### config.mk
export PLATFORM = sky130hd
export DESIGN_NAME = mr2mmm_unit
export DESIGN_NICKNAME = d
export VERILOG_FILES = /design/src/rtl/mr2mmm_pkg.sv /design/src/rtl/mr2mmm_step.sv /design/src/rtl/mr2mmm_unit.sv
export SDC_FILE = /design/constraint.sdc
export NUM_CORES = 1
export LEC_CHECK = 0
export CAP_MARGIN = 20
export CORE_MARGIN = 4
export CORE_UTILIZATION = 51
export CTS_CLUSTER_SIZE = 14
export DETAILED_ROUTE_END_ITERATION = 10
export PLACE_DENSITY = 0.77
export SLEW_MARGIN = 30
export SYNTH_ARGS = -nofsm -noshare
export SYNTH_HDL_FRONTEND = slang
export SYNTH_SLANG_ARGS = --single-unit
export TNS_END_PERCENT = 50
### constraint.sdc
create_clock -name clk -period 2.8 [get_ports clk]
set_input_delay 0.56 -clock clk [delete_from_list [all_inputs] [get_ports clk]]
set_output_delay 0.56 -clock clk [all_outputs]
set_load 0.005 [all_outputs]
### src/rtl/mr2mmm_pkg.sv
// Shared types and constants for the radix-2 Montgomery multiplier.
// Holds the controller state encoding and the default operand width.
// No logic; imported by the step datapath and the top.
package mr2mmm_pkg;

  localparam int M_DEFAULT = 8;

  typedef enum logic [1:0] {
    IDLE = 2'd0,
    ITER = 2'd1,
    CORR = 2'd2,
    DONE = 2'd3
  } state_e;

endpackage

### src/rtl/mr2mmm_step.sv
// One radix-2 Montgomery iteration: S' = (S + a_i*B + q*N) / 2.
// Latency: purely combinational.
// Backpressure: none; evaluated every cycle, consumed only while iterating.
module mr2mmm_step
  import mr2mmm_pkg::*;
#(
  parameter int M = M_DEFAULT
) (
  input  logic [M+1:0] s_i,
  input  logic         a_bit_i,
  input  logic [M-1:0] b_i,
  input  logic [M-1:0] n_i,
  output logic [M+1:0] s_o
);

  logic         q;
  logic [M+2:0] add_b;
  logic [M+2:0] add_n;
  logic [M+2:0] sum;

  // q makes the sum even so the shift divides exactly by two.
  always_comb begin
    q     = s_i[0] ^ (a_bit_i & b_i[0]);
    add_b = a_bit_i ? {3'b000, b_i} : '0;
    add_n = q ? {3'b000, n_i} : '0;
    sum   = {1'b0, s_i} + add_b + add_n;
    s_o   = (M + 2)'(sum >> 1);
  end

endmodule

### src/rtl/mr2mmm_unit.sv
// Sequential Montgomery multiplier: result = A*B*2^-M mod N (N odd).
// Latency: M+1 cycles from accept to done for odd N, done next cycle for even N.
// Backpressure: start is only sampled in IDLE; busy marks the unit occupied.
module mr2mmm_unit
  import mr2mmm_pkg::*;
#(
  parameter int M = M_DEFAULT
) (
  input  logic         clk,
  input  logic         rst_n,
  input  logic         start,
  input  logic         sq,
  input  logic [M-1:0] a,
  input  logic [M-1:0] b,
  input  logic [M-1:0] n,
  output logic [M-1:0] result,
  output logic         done,
  output logic         busy,
  output logic         err
);

  localparam int             CW   = $clog2(M + 1);
  localparam logic [CW-1:0]  LAST = CW'(M - 1);

  state_e        state_q, state_d;
  logic [M-1:0]  a_q, b_q, n_q, result_q;
  logic          err_q;
  logic [M+1:0]  s_q, s_next;
  logic [CW-1:0] cnt_q;
  logic          s_ge_n;

  // Multiplier bits are consumed LSB first by shifting the A register.
  mr2mmm_step #(.M(M)) u_step (
    .s_i     (s_q),
    .a_bit_i (a_q[0]),
    .b_i     (b_q),
    .n_i     (n_q),
    .s_o     (s_next)
  );

  assign s_ge_n = (s_q >= {2'b00, n_q});

  // State register.
  always_ff @(posedge clk or negedge rst_n) begin
    if (!rst_n) state_q <= IDLE;
    else        state_q <= state_d;
  end

  // Next-state: even modulus skips straight to DONE with an error flag.
  always_comb begin
    state_d = state_q;
    unique case (state_q)
      IDLE: if (start) state_d = n[0] ? ITER : DONE;
      ITER: if (cnt_q == LAST) state_d = CORR;
      CORR: state_d = DONE;
      DONE: state_d = IDLE;
      default: state_d = IDLE;
    endcase
  end

  // Status outputs decoded from the state alone.
  always_comb begin
    done = (state_q == DONE);
    busy = (state_q != IDLE);
  end

  // Operand capture, iteration datapath and final conditional subtraction.
  always_ff @(posedge clk or negedge rst_n) begin
    if (!rst_n) begin
      a_q      <= '0;
      b_q      <= '0;
      n_q      <= '0;
      s_q      <= '0;
      cnt_q    <= '0;
      result_q <= '0;
      err_q    <= 1'b0;
    end else begin
      unique case (state_q)
        IDLE: begin
          if (start) begin
            if (n[0]) begin
              a_q   <= a;
              b_q   <= sq ? a : b;
              n_q   <= n;
              s_q   <= '0;
              cnt_q <= '0;
            end else begin
              result_q <= '0;
              err_q    <= 1'b1;
            end
          end
        end
        ITER: begin
          s_q   <= s_next;
          a_q   <= a_q >> 1;
          cnt_q <= cnt_q + CW'(1);
        end
        CORR: begin
          result_q <= s_ge_n ? (s_q[M-1:0] - n_q) : s_q[M-1:0];
          err_q    <= 1'b0;
        end
        default: ;
      endcase
    end
  end

  assign result = result_q;
  assign err    = err_q;

endmodule

==> impl_metrics.env, run 1 <==
export IMPL_status="finished, violations left"
export IMPL_violations="setup timing"
export IMPL_wl_per_cell_um=15.49
export IMPL_cts_htree_levels=2
export IMPL_core_area_um2=5991
export IMPL_setup_tns_ns=-0.04622
export IMPL_synthesis_area_um2=3171
export IMPL_overflow=0
export IMPL_first_pass_iters=4
export IMPL_final_hold_violation_count=0
export IMPL_multi_input_area_um2=1877
export IMPL_seq_area_frac_synth_pct=38.67
export IMPL_grt_pass1_vias=2538
export IMPL_final_common_cell="dfrtp_1"
export IMPL_final_antenna_net_count=0
export IMPL_yosysTopAreaCell="dfrtp_1"
export IMPL_min_path_type="primary input to asynchronous set/reset pin"
export IMPL_fin_cells=449
export IMPL_dp_hpwl_um=5315
export IMPL_p_per_area_nw_per_um2=1007
export IMPL_antenna_found_initial=0
export IMPL_final_setup_worst_slack_ns=-0.04622
export IMPL_tightest_slew_ns=0.6316
export IMPL_layout_common_cells="dfrtp_1, nand2_1, clkdlybuf4s50_1"
export IMPL_num_rows=28
export IMPL_busiest_layer="met2"
export IMPL_placedCellCount=439
export IMPL_initial_core_util_pct=52.92
export IMPL_grt_max_degree=38
export IMPL_critPathRequiredTime_ns=2.99
export IMPL_fin_nets=431
export IMPL_synth_flop_cell="dfrtp_1"
export IMPL_vias_per_cell=5.597
export IMPL_peakVddDrop_mv=0.5241
export IMPL_arrival_ns=3.04
export IMPL_final_area_um2=3884
export IMPL_grt_use_met2_pct=32.71
export IMPL_fill_cells=485
export IMPL_avgSynthCellArea_um2=9.877
export IMPL_synth_simple_area_share_pct=13.18
export IMPL_period_share_pct=101.7
export IMPL_synthAdderAreaFrac_pct=13.97
export IMPL_synthToLayoutAreaGrowth_pct=22.49
export IMPL_die_h_um=86.85
export IMPL_totalWireLength_um=6953
export IMPL_relSlewSlack_pct=57.89
export IMPL_synth_top_family_by_area="compound AO/OA/AOI/OAI gates"
export IMPL_clock_root_buffer="clkbuf_8"
export IMPL_critical_path_peak_fanout=3
export IMPL_post_route_drc_count=0
export IMPL_synth_compound_area_share_pct=18.59
export IMPL_cts_tree="built"
export IMPL_synth_top_area_share_pct=38.67
export IMPL_seqCellArea_um2=1226
export IMPL_yosys_area_share_xor_xnor_pct=2.762
export IMPL_clock_path_buffers=2
export IMPL_path_clk_slew_ns=0.09
export IMPL_syn_num_nets=379
export IMPL_async_flop_share_pct=100.0
export IMPL_muxShareOfSynthArea_pct=8.800
export IMPL_clock_skew_ns=0.009191
export IMPL_worstSetupEndpointType="register"
export IMPL_whs_ns=0.1177
export IMPL_cts_sinks=49
export IMPL_die_area_um2=7542
export IMPL_setup_viol=1
export IMPL_p_leak_nw=1.817
export IMPL_synth_distinct_cells=54
export IMPL_use_met3_pct=4.373
export IMPL_worstSkewPairLatency_ns=0.30
export IMPL_synth_edf_count=0
export IMPL_grt_pass1_wl_um=11540
export IMPL_ios=39
export IMPL_drv_cap=0
export IMPL_ys_warn_count=0
export IMPL_startpoint_type="register"
export IMPL_drive_above_1_share_pct=14.44
export IMPL_dpl_cell_area_um2=3741
export IMPL_io_buffers=38
export IMPL_drtIter0Drc=180
export IMPL_synthCells=321
export IMPL_cts_buffers=5
export IMPL_grt_total_usage_pct=19.31
export IMPL_antenna_cells=0
export IMPL_ctsHoldBuffers=0
export IMPL_num_vias=2513
export IMPL_grt_util_met1_pct=24.86
export IMPL_fp_dieW_um=86.85
export IMPL_grt_setup_unrepaired="yes"
export IMPL_slew_violations=0
export IMPL_finalCriticalPeriod_ns=2.846
export IMPL_worstSetupPathType="register to register"
export IMPL_netlist_top_cells_area="dfrtp_1, ha_1, mux2i_1"
export IMPL_synth_seq_cells=49
export IMPL_max_freq_ghz=0.3513
export IMPL_gp_congestion=0.8834
-- critical path, cell delays in order, from the launching register on --
cell	delay, ns
dfrtp_1	0.37
nand2_2	0.09
xnor2_4	0.13
nand2b_4	0.14
fa_1	0.48
inv_1	0.04
ha_2	0.18
inv_2	0.06
fa_2	0.23
nor2b_4	0.04
o31a_1	0.26
or2_1	0.24
a21o_1	0.17
a221o_1	0.29
-- logic make-up after synthesis --
kind of cell,Yosys count
buf+inv,31
flops,49
compound gates,84
fa+ha+maj,30
simple gates,90
xor+xnor,10
mux,27
-- repair_timing --
action                                 CTS  global route
setup endpoints to repair                2             5
pin swaps                                8             5
resized for setup                        2             5
setup buffers                            1             1
endpoints found under the hold margin    0             0
-- sequential cells by signal, summed over array words and instances (netlist names) --
signal,flops
a_q,8
cnt_q,4
b_q,8
state_q,2
s_q,10
n_q,8
err,1
result,8
-- final cells by class --
class	instances	share of cell area, %
multi-input combinational	241	48.32
inverter	20	1.933
sequential	49	31.57
clock buffer	7	2.481
clock inverter	1	0.1289
tap	75	2.416
timing repair buffer	56	13.14
-- per-stage QoR --
stage,util [%],setup slack (ns),power [mW]
2_1_floorplan,-,-0.06082,2.713
3_3_place_gp,62.45,-0.03008,3.293
3_5_place_dp,62.45,-0.1145,3.406
4_1_cts,64.31,-0.08330,3.888
5_1_grt,64.83,-0.1849,4.269
6_report,64.83,-0.04622,3.910
-- Yosys cell counts, types with 2 or more instances --
| cell | number |
|---|---|
| nand2b_1 | 5 |
| mux2i_1 | 20 |
| xnor2_1 | 2 |
| nand3_1 | 10 |
| nand2_1 | 43 |
| a32oi_1 | 3 |
| xor2_1 | 8 |
| o21a_1 | 3 |
| nor3_1 | 2 |
| ha_1 | 21 |
| o41ai_1 | 2 |
| dfrtp_1 | 49 |
| o211ai_1 | 2 |
| buf_2 | 3 |
| o31ai_1 | 8 |
| a21oi_1 | 14 |
| inv_1 | 18 |
| a22o_1 | 3 |
| o21ai_0 | 26 |
| a211oi_1 | 2 |
| clkbuf_1 | 6 |
| a21o_1 | 3 |
| nor2_1 | 14 |
| nand4_1 | 2 |
| mux2_2 | 7 |
| and2_1 | 7 |
| fa_1 | 9 |
| o21ai_1 | 3 |
-- per-layer routing --
layer | routed length (um) | vias to the layer above
met4 | 155 | 0
met1 | 3062 | 1186
li1 | - | 1243
met3 | 366 | 14
met5 | 0 | -
met2 | 3369 | 70
-- power by group --
group | switching, mW | total [mW] | internal, mW
clock | 0.237 | 0.460 | 0.224
combinational | 1.24 | 2.25 | 1.02
sequential | 0.211 | 1.20 | 0.987
total | 1.68 | 3.91 | 2.23
-- worst paths after layout --
check	startpoint	slack, ns	cells past startpoint	endpoint
max	a_q[0]	-0.05	13	s_q[6]
min	rst_n	0.12	1	result[0]
max reg2reg	a_q[0]	-0.05	13	s_q[6]
min reg2reg	b_q[2]	0.47	2	b_q[2]
max in group asynchronous	rst_n	1.92	2	s_q[0]
min in group clk	b_q[2]	0.47	2	b_q[2]
Note: power is estimated with default switching activity, not from simulation.
==> run 2: changes to the inputs <==
--- a/config.mk
+++ b/config.mk
@@ -7,10 +7,11 @@
 export LEC_CHECK = 0
 export CAP_MARGIN = 20
 export CORE_MARGIN = 4
-export CORE_UTILIZATION = 51
+export CORE_UTILIZATION = 58
 export CTS_CLUSTER_SIZE = 14
 export DETAILED_ROUTE_END_ITERATION = 10
-export PLACE_DENSITY = 0.77
+export DONT_BUFFER_PORTS = 1
+export PLACE_DENSITY = 0.76
 export SLEW_MARGIN = 30
 export SYNTH_ARGS = -nofsm -noshare
 export SYNTH_HDL_FRONTEND = slang
==> impl_metrics.env, run 2 (synthesis gave the netlist of run 1 again) <==
export IMPL_status="finished, violations left"
export IMPL_violations="setup timing"
export IMPL_fp_dieW_um=81.94
export IMPL_worstSetupEndpointType="register"
export IMPL_p_leak_nw=1.671
export IMPL_p_per_area_nw_per_um2=1049
export IMPL_worstSetupPathType="register to register"
export IMPL_p_sw_mw=1.627
export IMPL_initial_core_util_pct=60.91
export IMPL_cts_sinks=49
export IMPL_post_route_drc_count=0
export IMPL_placedCellCount=396
export IMPL_clock_path_buffers=2
export IMPL_synthToLayoutAreaGrowth_pct=10.26
export IMPL_power_mw=3.666
export IMPL_arrival_ns=3.05
export IMPL_reg2reg_setup_slack_ns=-0.06
export IMPL_final_antenna_net_count=0
export IMPL_critical_path_peak_fanout=3
export IMPL_antenna_found_initial=0
export IMPL_grt_setup_unrepaired="yes"
export IMPL_period_share_pct=102.2
export IMPL_reg2reg_from="b_q[0]"
export IMPL_relSlewSlack_pct=60.57
export IMPL_min_path_type="primary input to asynchronous set/reset pin"
export IMPL_final_hold_violation_count=0
export IMPL_startpoint_type="register"
export IMPL_drive_above_1_share_pct=15.57
export IMPL_num_rows=26
export IMPL_core_area_um2=5205
export IMPL_gp_congestion=0.9268
export IMPL_final_setup_worst_slack_ns=-0.06107
export IMPL_first_pass_iters=4
export IMPL_setup_viol=1
export IMPL_dpl_cell_area_um2=3359
export IMPL_netSwitchingFraction_pct=44.37
export IMPL_die_area_um2=6713
export IMPL_p_int_mw=2.040
export IMPL_grt_total_usage_pct=20.99
export IMPL_grt_pass1_vias=2320
export IMPL_overflow=0
export IMPL_fin_nets=393
export IMPL_io_buffers=0
export IMPL_max_freq_ghz=0.3495
export IMPL_final_area_um2=3496
export IMPL_clock_skew_ns=0.01162
export IMPL_cts_buffers=5
export IMPL_finalCriticalPeriod_ns=2.861
export IMPL_largest_reg_flops=10
export IMPL_regMostFlops="s_q"
export IMPL_grt_pass1_wl_um=10780
export IMPL_slew_violations=0
export IMPL_pwr_share_clk_pct=10.7
export IMPL_tightest_slew_ns=0.5914
export IMPL_cts_htree_levels=2
export IMPL_wl_per_cell_um=15.72
export IMPL_path_clk_slew_ns=0.09
export IMPL_grt_max_degree=50
export IMPL_fin_cells=404
export IMPL_worstSkewPairLatency_ns=0.30
export IMPL_totalWireLength_um=6350
export IMPL_clock_root_buffer="clkbuf_8"
export IMPL_antenna_cells=0
export IMPL_final_common_cell="dfrtp_1"
export IMPL_cts_tree="built"
export IMPL_crit_path_start="b_q[0]"
export IMPL_dp_hpwl_um=4920
export IMPL_p_seq_share_pct=32.9
export IMPL_num_vias=2377
export IMPL_setup_tns_ns=-0.06107
export IMPL_peakVddDrop_mv=0.4677
export IMPL_combPwrFrac_pct=56.4
export IMPL_die_h_um=81.94
export IMPL_layout_common_cells="dfrtp_1, nand2_1, o21ai_0"
export IMPL_drtIter0Drc=111
export IMPL_drv_cap=0
export IMPL_ios=39
export IMPL_critPathRequiredTime_ns=2.99
export IMPL_vias_per_cell=5.884
run 2: worst max-delay path: stages, from the launching register on:
cell and delay, ns:
dfrtp_1 0.37, nand2_2 0.10, xnor2_4 0.14, nand2b_4 0.14, fa_1 0.48, inv_1 0.05
ha_2 0.19, inv_2 0.06, fa_2 0.23, nor2b_4 0.05, o31a_1 0.27, or2_1 0.25
a21o_1 0.16, a221o_1 0.28
run 2: worst paths after layout:
| check | end | cells after the start |
|---|---|---|
| setup / recovery | s_q[6] | 13 |
| hold / removal | state_q[0] | 1 |
| setup reg to reg | s_q[6] | 13 |
| hold reg to reg | b_q[4] | 2 |
| max in group asynchronous | s_q[9] | 1 |
| min in group clk | a_q[7] | 1 |
run 2: layout make-up:
cell class,instances,area [um^2]
multi-input combinational,241,1878
fill,413,1709
sequential,49,1226
timing repair buffer,18,155.1
tap,70,87.58
inverter,20,75.07
clock buffer,5,68.82
clock inverter,1,5.005
run 2: through the flow:
stage	hold WS [ns]	utilization (%)	setup WS, ns
2_1_floorplan	0.2644	-	-0.06082
4_1_cts	0.1041	66.49	-0.08801
3_5_place_dp	0.2657	64.54	-0.1080
5_1_grt	0.1036	67.16	-0.1517
3_3_place_gp	0.2659	64.54	-0.03418
6_report	0.07978	67.16	-0.06107
run 2: layer usage:
layer / vias up / global-route usage, % / routed length, um
met1: 1142 / 27.83 / 2915
met4: 0 / 4.651 / 80
met2: 56 / 34.57 / 2964
met5: - / 0 / 0
li1: 1169 / - / -
met3: 10 / 5.373 / 388
run 2: power groups by stage:
stage	Combinational (mW)	Sequential [mW]	Clock (mW)
after floorplan	1.55	1.16	0
after global placement	1.95	1.21	0
after detailed placement	2.02	1.22	0
after CTS	2.04	1.21	0.396
after global routing	2.33	1.25	0.427
final	2.07	1.21	0.391
run 2: timing repair:
item,CTS,global route
setup endpoints to repair,2,6
setup buffers,0,1
hold endpoints to repair,49,0
hold buffers,1,0
resized for setup,1,8
pin swaps,8,7
